### src/rtl/ws_pkg.sv
// rtl/ws_pkg.sv - shared types, timing defaults and helpers for the LED chain transmitter
// Purpose: pixel type, FSM state encoding, 100 MHz timing defaults, counter sizing.
// Ports: none (package).
package ws_pkg;

    localparam int PIXEL_BITS = 24;

    // Defaults for a 100 MHz clock.
    localparam int DEF_T0H_CYCLES    = 40;
    localparam int DEF_T1H_CYCLES    = 80;
    localparam int DEF_TBIT_CYCLES   = 125;
    localparam int DEF_TRESET_CYCLES = 5000;

    typedef logic [PIXEL_BITS-1:0] pixel_t;

    typedef enum logic [1:0] {
        IDLE  = 2'd0,
        BIT   = 2'd1,
        LATCH = 2'd2
    } tx_state_t;

    // One counter serves both bit timing and the latch gap, so it is sized for the larger.
    function automatic int cnt_width(input int tbit, input int treset);
        int m;
        m = (tbit > treset) ? tbit : treset;
        return (m > 1) ? $clog2(m) : 1;
    endfunction

endpackage

### src/rtl/ws_bit_encoder.sv
// rtl/ws_bit_encoder.sv - times one NRZ pulse-width bit on the serial line
// Purpose: on i_start, drive o_serial high for T1H/T0H cycles (bit 1/0) within a
//          TBIT-cycle period; o_bit_end marks the last cycle of the period.
// Ports: i_clk, i_rst (sync, active high), i_start (begin a bit, wins over end),
//        i_bit (value latched on i_start), o_serial (registered line),
//        o_bit_end (combinational, last cycle of the current bit).
module ws_bit_encoder
    import ws_pkg::*;
#(
    parameter int T0H_CYCLES  = DEF_T0H_CYCLES,
    parameter int T1H_CYCLES  = DEF_T1H_CYCLES,
    parameter int TBIT_CYCLES = DEF_TBIT_CYCLES,
    parameter int CNT_W       = 7
) (
    input  logic i_clk,
    input  logic i_rst,
    input  logic i_start,
    input  logic i_bit,
    output logic o_serial,
    output logic o_bit_end
);

    localparam logic [CNT_W-1:0] T0H_C  = CNT_W'(T0H_CYCLES);
    localparam logic [CNT_W-1:0] T1H_C  = CNT_W'(T1H_CYCLES);
    localparam logic [CNT_W-1:0] TEND_C = CNT_W'(TBIT_CYCLES - 1);

    logic [CNT_W-1:0] cnt_q, cnt_d;
    logic             bit_q, bit_d;
    logic             active_q, active_d;
    logic             serial_q, serial_d;
    logic [CNT_W-1:0] thigh;

    assign thigh     = bit_q ? T1H_C : T0H_C;
    assign o_bit_end = active_q && (cnt_q == TEND_C);
    assign o_serial  = serial_q;

    // serial_d is computed from the next count so the registered line equals (cnt < THIGH).
    always_comb begin
        cnt_d    = cnt_q;
        bit_d    = bit_q;
        active_d = active_q;
        serial_d = serial_q;
        if (i_start) begin
            cnt_d    = '0;
            bit_d    = i_bit;
            active_d = 1'b1;
            serial_d = 1'b1;
        end else if (o_bit_end) begin
            cnt_d    = '0;
            active_d = 1'b0;
            serial_d = 1'b0;
        end else if (active_q) begin
            cnt_d    = cnt_q + CNT_W'(1);
            serial_d = (cnt_d < thigh);
        end
    end

    always_ff @(posedge i_clk) begin
        if (i_rst) begin
            cnt_q    <= '0;
            bit_q    <= 1'b0;
            active_q <= 1'b0;
            serial_q <= 1'b0;
        end else begin
            cnt_q    <= cnt_d;
            bit_q    <= bit_d;
            active_q <= active_d;
            serial_q <= serial_d;
        end
    end

endmodule

### src/rtl/ws_pixel_tx.sv
// rtl/ws_pixel_tx.sv - LED chain transmitter: pixel handshake in, NRZ pulse-width line out
// Purpose: one-entry holding register, 24-bit MSB-first shifter, IDLE/BIT/LATCH FSM.
// Ports: i_clk, i_rst (sync, active high), i_pixel/i_last/i_valid/o_ready (pixel input
//        handshake), o_serial (registered line), o_busy (not IDLE), o_underrun (pulse:
//        frame ended without i_last), o_frame_done (pulse: latch gap finished).
module ws_pixel_tx
    import ws_pkg::*;
#(
    parameter int T0H_CYCLES    = DEF_T0H_CYCLES,
    parameter int T1H_CYCLES    = DEF_T1H_CYCLES,
    parameter int TBIT_CYCLES   = DEF_TBIT_CYCLES,
    parameter int TRESET_CYCLES = DEF_TRESET_CYCLES
) (
    input  logic        i_clk,
    input  logic        i_rst,
    input  logic [23:0] i_pixel,
    input  logic        i_last,
    input  logic        i_valid,
    output logic        o_ready,
    output logic        o_serial,
    output logic        o_busy,
    output logic        o_underrun,
    output logic        o_frame_done
);

    localparam int               CNT_W     = cnt_width(TBIT_CYCLES, TRESET_CYCLES);
    localparam logic [CNT_W-1:0] LATCH_END = CNT_W'(TRESET_CYCLES - 1);
    localparam logic [4:0]       FIRST_IDX = 5'(PIXEL_BITS - 1);

    if (!(T0H_CYCLES >= 1 && T0H_CYCLES < T1H_CYCLES && T1H_CYCLES < TBIT_CYCLES
          && TRESET_CYCLES >= 1)) begin : g_bad_timing
        $error("ws_pixel_tx: illegal timing parameters");
    end

    tx_state_t        state_q, state_d;
    pixel_t           hold_q, shift_q;
    logic             hold_last_q, hold_v_q, last_q;
    logic [4:0]       idx_q;
    logic [CNT_W-1:0] lcnt_q;
    logic             underrun_q, underrun_d;
    logic             frame_done_q, frame_done_d;
    logic             load, shift, enc_start, enc_bit, bit_end;

    assign o_ready      = !hold_v_q;
    assign o_underrun   = underrun_q;
    assign o_frame_done = frame_done_q;
    assign enc_start    = load || shift;
    // A fresh load starts at the held word's MSB; a shift starts at the next bit down.
    assign enc_bit      = load ? hold_q[PIXEL_BITS-1] : shift_q[PIXEL_BITS-2];

    ws_bit_encoder #(
        .T0H_CYCLES (T0H_CYCLES),
        .T1H_CYCLES (T1H_CYCLES),
        .TBIT_CYCLES(TBIT_CYCLES),
        .CNT_W      (CNT_W)
    ) u_enc (
        .i_clk    (i_clk),
        .i_rst    (i_rst),
        .i_start  (enc_start),
        .i_bit    (enc_bit),
        .o_serial (o_serial),
        .o_bit_end(bit_end)
    );

    // State register.
    always_ff @(posedge i_clk) begin
        if (i_rst) begin
            state_q <= IDLE;
        end else begin
            state_q <= state_d;
        end
    end

    // Next-state logic.
    always_comb begin
        state_d = state_q;
        unique case (state_q)
            IDLE:    if (hold_v_q) state_d = BIT;
            BIT:     if (bit_end && idx_q == '0 && (last_q || !hold_v_q)) state_d = LATCH;
            LATCH:   if (lcnt_q == LATCH_END) state_d = IDLE;
            default: state_d = IDLE;
        endcase
    end

    // Outputs and datapath controls.
    always_comb begin
        load         = 1'b0;
        shift        = 1'b0;
        underrun_d   = 1'b0;
        frame_done_d = 1'b0;
        o_busy       = (state_q != IDLE);
        unique case (state_q)
            IDLE: load = hold_v_q;
            BIT: begin
                if (bit_end) begin
                    if (idx_q != '0)  shift      = 1'b1;
                    else if (last_q)  shift      = 1'b0;
                    else if (hold_v_q) load      = 1'b1;
                    else              underrun_d = 1'b1;
                end
            end
            LATCH:   frame_done_d = (lcnt_q == LATCH_END);
            default: ;
        endcase
    end

    // Holding register; a same-cycle accept overrides the clear from a transfer.
    always_ff @(posedge i_clk) begin
        if (i_rst) begin
            hold_q      <= '0;
            hold_last_q <= 1'b0;
            hold_v_q    <= 1'b0;
        end else begin
            if (load) hold_v_q <= 1'b0;
            if (i_valid && o_ready) begin
                hold_q      <= i_pixel;
                hold_last_q <= i_last;
                hold_v_q    <= 1'b1;
            end
        end
    end

    // Shifter, bit index, latch counter and registered pulses.
    always_ff @(posedge i_clk) begin
        if (i_rst) begin
            shift_q      <= '0;
            last_q       <= 1'b0;
            idx_q        <= '0;
            lcnt_q       <= '0;
            underrun_q   <= 1'b0;
            frame_done_q <= 1'b0;
        end else begin
            if (load) begin
                shift_q <= hold_q;
                last_q  <= hold_last_q;
                idx_q   <= FIRST_IDX;
            end else if (shift) begin
                shift_q <= shift_q << 1;
                idx_q   <= idx_q - 5'd1;
            end
            lcnt_q       <= (state_q == LATCH) ? lcnt_q + CNT_W'(1) : '0;
            underrun_q   <= underrun_d;
            frame_done_q <= frame_done_d;
        end
    end

endmodule

### config.mk
export PLATFORM = sky130hd
export DESIGN_NAME = ws_pixel_tx
export DESIGN_NICKNAME = d
export VERILOG_FILES = /design/src/rtl/ws_pkg.sv /design/src/rtl/ws_bit_encoder.sv /design/src/rtl/ws_pixel_tx.sv
export SDC_FILE = /design/constraint.sdc
export NUM_CORES = 1
export LEC_CHECK = 0
export CAP_MARGIN = 40
export CELL_PAD_IN_SITES_DETAIL_PLACEMENT = 1
export CELL_PAD_IN_SITES_GLOBAL_PLACEMENT = 2
export CORE_ASPECT_RATIO = 1.25
export CORE_UTILIZATION = 35
export DETAILED_ROUTE_END_ITERATION = 7
export GPL_TIMING_DRIVEN = 1
export PLACE_DENSITY_LB_ADDON = 0.1
export SKIP_LAST_GASP = 1
export SLEW_MARGIN = 0
export SYNTH_ARGS = -nofsm -noshare
export SYNTH_HDL_FRONTEND = slang
export SYNTH_SLANG_ARGS = --single-unit
### constraint.sdc
create_clock -name i_clk -period 2.2 [get_ports i_clk]
set_input_delay 0.44 -clock i_clk [delete_from_list [all_inputs] [get_ports i_clk]]
set_output_delay 0.44 -clock i_clk [all_outputs]
set_load 0.02 [all_outputs]
==> results_dict.tcl <==
set metrics [dict create \
    switching_share_pct 23.6 \
    ios 33 \
    wl_per_cell_um 14.6 \
    h-tree-depth 3 \
    run_status "complete, no violations" \
    place_hpwl_um 6480 \
    pwr-share-comb_pct 10.9 \
    hp-class "flop to flop" \
    cp_slowest_cell "clkdlybuf4s50_1" \
    drive_above_1_share_pct 10.4 \
    ant_nets 0 \
    grt_use_total_pct 17.1 \
    end_kind "primary output" \
    p_sw_uw 872 \
    vias 3366 \
    cp_data_arrival_time_ns 1.61 \
    seq_power_share_pct 47.1 \
    routabilityCongestion 0.719 \
    ys_top_cells_by_area "dfxtp_1 (44%), nand2_1 (11%), nor2_1 (5.5%), a311oi_1 (5.1%), a21oi_1 (4.5%)" \
    synth_seq_cells 88 \
    fp.dieH_um 121 \
    finalSetupViolCount 0 \
    final_nets 548 \
    grt_max_degree 36 \
    p_int_uw 2820 \
    worstRegToRegCells 9 \
    antenna_cells 0 \
    ys_types 47 \
    synth_edf_count 0 \
    port_buffers 32 \
    cp_top_family "buffers and inverters" \
    first_iter_violations 120 \
    antenna_found_initial 0 \
    coreArea_um2 11100 \
    path_max_fanout 11 \
    rsz0062_at_grt "yes" \
    synthesis.area_um2 3970 \
    synth_top_area_cell "dfxtp_1" \
    skew_ns 0.00979 \
    maxCapViolations 0 \
    place_area_um2 4480 \
    critical_path_class "flop to primary output" \
    routed_wl_um 9510 \
    clk-insertion-delay-late_ns 0.33 \
    grt_pass1_wl_um 16300 \
    die_area_um2 11800 \
    synth.most_common_cell "nand2_1" \
    path_depth 2 \
    drt_pass1_iterations 6 \
    yosysWarnings 0 \
    max_clock_freq_mhz 487 \
    total_leakage_power_uw 0.00175 \
    critPathLaunchType "flop" \
    place_inst 634 \
    final_hold_viol_count 0 \
    grt_pass1_vias 3453 \
    min_period_over_period_pct 93.4 \
    ir_drop_mv 0.293 \
    p_total_uw 3690 \
    start_util_pct 35.8 \
    worst_pin_slew_ns 0.379 \
    hold_buffers 0 \
    synth_top_cell_area_share_pct 44.3 \
    synth-main-ff-cell "dfxtp_1" \
    holdPathStages 2 \
    place_ws_ns 0.0450 \
    drc 0 \
    holdWs_ns 0.455 \
    path_clk_slew_ns 0.06 \
    avgSynthCellArea_um2 8.28 \
    clockBufferDepth 2 \
    drv_slew 0 \
    final_area_um2 4820 \
    fp.dieW_um 97.3 \
    ys_seq_area_share_pct 44.3 \
    power_frac_clock_pct 42.0 \
    syn_to_final_growth_pct 21.3 \
    numCtsBuffers 9 \
    via_per_inst 5.16 \
    clock_sinks 88 \
    relSlewSlack_pct 74.7 \
    nFillCells 1320 \
    fin_crit_ns 2.05 \
    syn-instance-count 480 \
    cp.required_ns 1.76 \
    worst-path-buf-inv 1 \
    overflow 0 \
    ys_top_cells_by_count "nand2_1 (112), dfxtp_1 (88), nor2_1 (58), a21oi_1 (36), a311oi_1 (23)" \
    rows 43 \
    syn-num-nets 516 \
    instances_no_fill 652 \
    cts_tree "built" \
    async_reset_ff_share_pct 0 \
    powerDensity_nw_per_um2 766 \
    cpPeakStageDelay_ns 0.59 \
    setup_slack_ns 0.146 \
    ctsRootBufferMaster "clkbuf_16" \
    path_cells "or2_2 -> clkdlybuf4s50_1" \
]
[stage by stage]
stage                     util, %  TNS, ns
after global routing         43.5  -0.0350
after global placement       40.4        0
after detailed placement     40.4        0
after CTS                    43.1        0
final                        43.5        0
after floorplan                 -        0
[power by group through the flow]
stage          Clock, uW  Combinational (uW)  Sequential [uW]
2_1_floorplan          0                 242             1760
3_3_place_gp           0                 387             1770
3_5_place_dp           0                 396             1770
4_1_cts             1620                 399             1740
5_1_grt             1660                 456             1750
6_report            1550                 404             1740
[what timing repair did]
| action | 4_1_cts | 5_1_grt |
|---|---|---|
| setup endpoints to repair | 0 | 26 |
| buffers inserted | 0 | 1 |
| hold endpoints to repair | 0 | 0 |
| resized for setup | 0 | 3 |
[registers in the layout (all words and copies together), names as in the netlist]
name	cells
u_enc.o_serial	1
hold_q	24
o_underrun	1
hold_last_q	1
last_q	1
u_enc.bit_q	1
hold_v_q	1
o_frame_done	1
idx_q	5
shift_q	23
lcnt_q	13
u_enc.active_q	1
state_q	2
u_enc.cnt_q	13
[tightest hold or removal path, cell delays in order (launching register included)]
cell	delay, ns
dfxtp_1	0.31
nand2_1	0.05
a21oi_1	0.05
[kinds of logic (layout without fill, tap and decap cells)]
logic type | count (synthesis) | count (layout) | share of synthesized area [%]
DFF | 88 | 88 | 44.3
AOI/OAI and AO/OA | 77 | 77 | 13.0
muxes | 3 | 3 | 0.819
buffers and inverters | 45 | 82 | 5.76
xor gates and xnor gates | 30 | 30 | 6.61
adders and majority gates | 8 | 8 | 2.52
and+or+nand+nor | 229 | 229 | 26.9
[area by class of cell]
class                      count  area, um^2  share of cell area (%)
clock inverter                 2        37.5                   0.779
clock buffer                  14         264                    5.48
tap                          135         169                    3.51
multi-input combinational    347        2000                    41.6
inverter                       8        30.0                   0.623
sequential                    88        1760                    36.6
timing repair buffer          58         553                    11.5
[cell usage in the layout (no fill, tap or decap), types with 4 or more instances in the layout]
cell	synthesis	routed
nand2_1	112	112
and3_1	4	4
dfxtp_1	88	88
clkbuf_16	0	10
nor3_1	5	5
xnor2_1	10	10
xor2_1	20	20
nor2_1	58	58
o21ai_0	4	4
buf_4	3	23
ha_1	8	8
a21oi_1	36	35
inv_1	8	8
nand2b_1	6	6
nand4_1	11	11
clkdlybuf4s50_1	0	31
a311oi_1	23	23
nand3_1	12	12
[metal layers]
layer / share of wire, % / vias to the layer above / global-route usage (%)
li1: - / 1699 / -
met1: 44 / 1623 / 19.7
met2: 52 / 31 / 31.6
met3: 2.1 / 13 / 2.36
met4: 1.5 / 0 / 6.80
met5: 0 / - / 0
[final timing paths]
kind                     end       start  slack [ns]
hold / removal     hold_q[6]   hold_q[6]        0.45
hold reg to reg    hold_q[6]   hold_q[6]        0.45
setup reg to reg  shift_q[4]    idx_q[0]        0.16
setup / recovery      o_busy  state_q[0]        0.15
(Power assumes the default switching activity.)
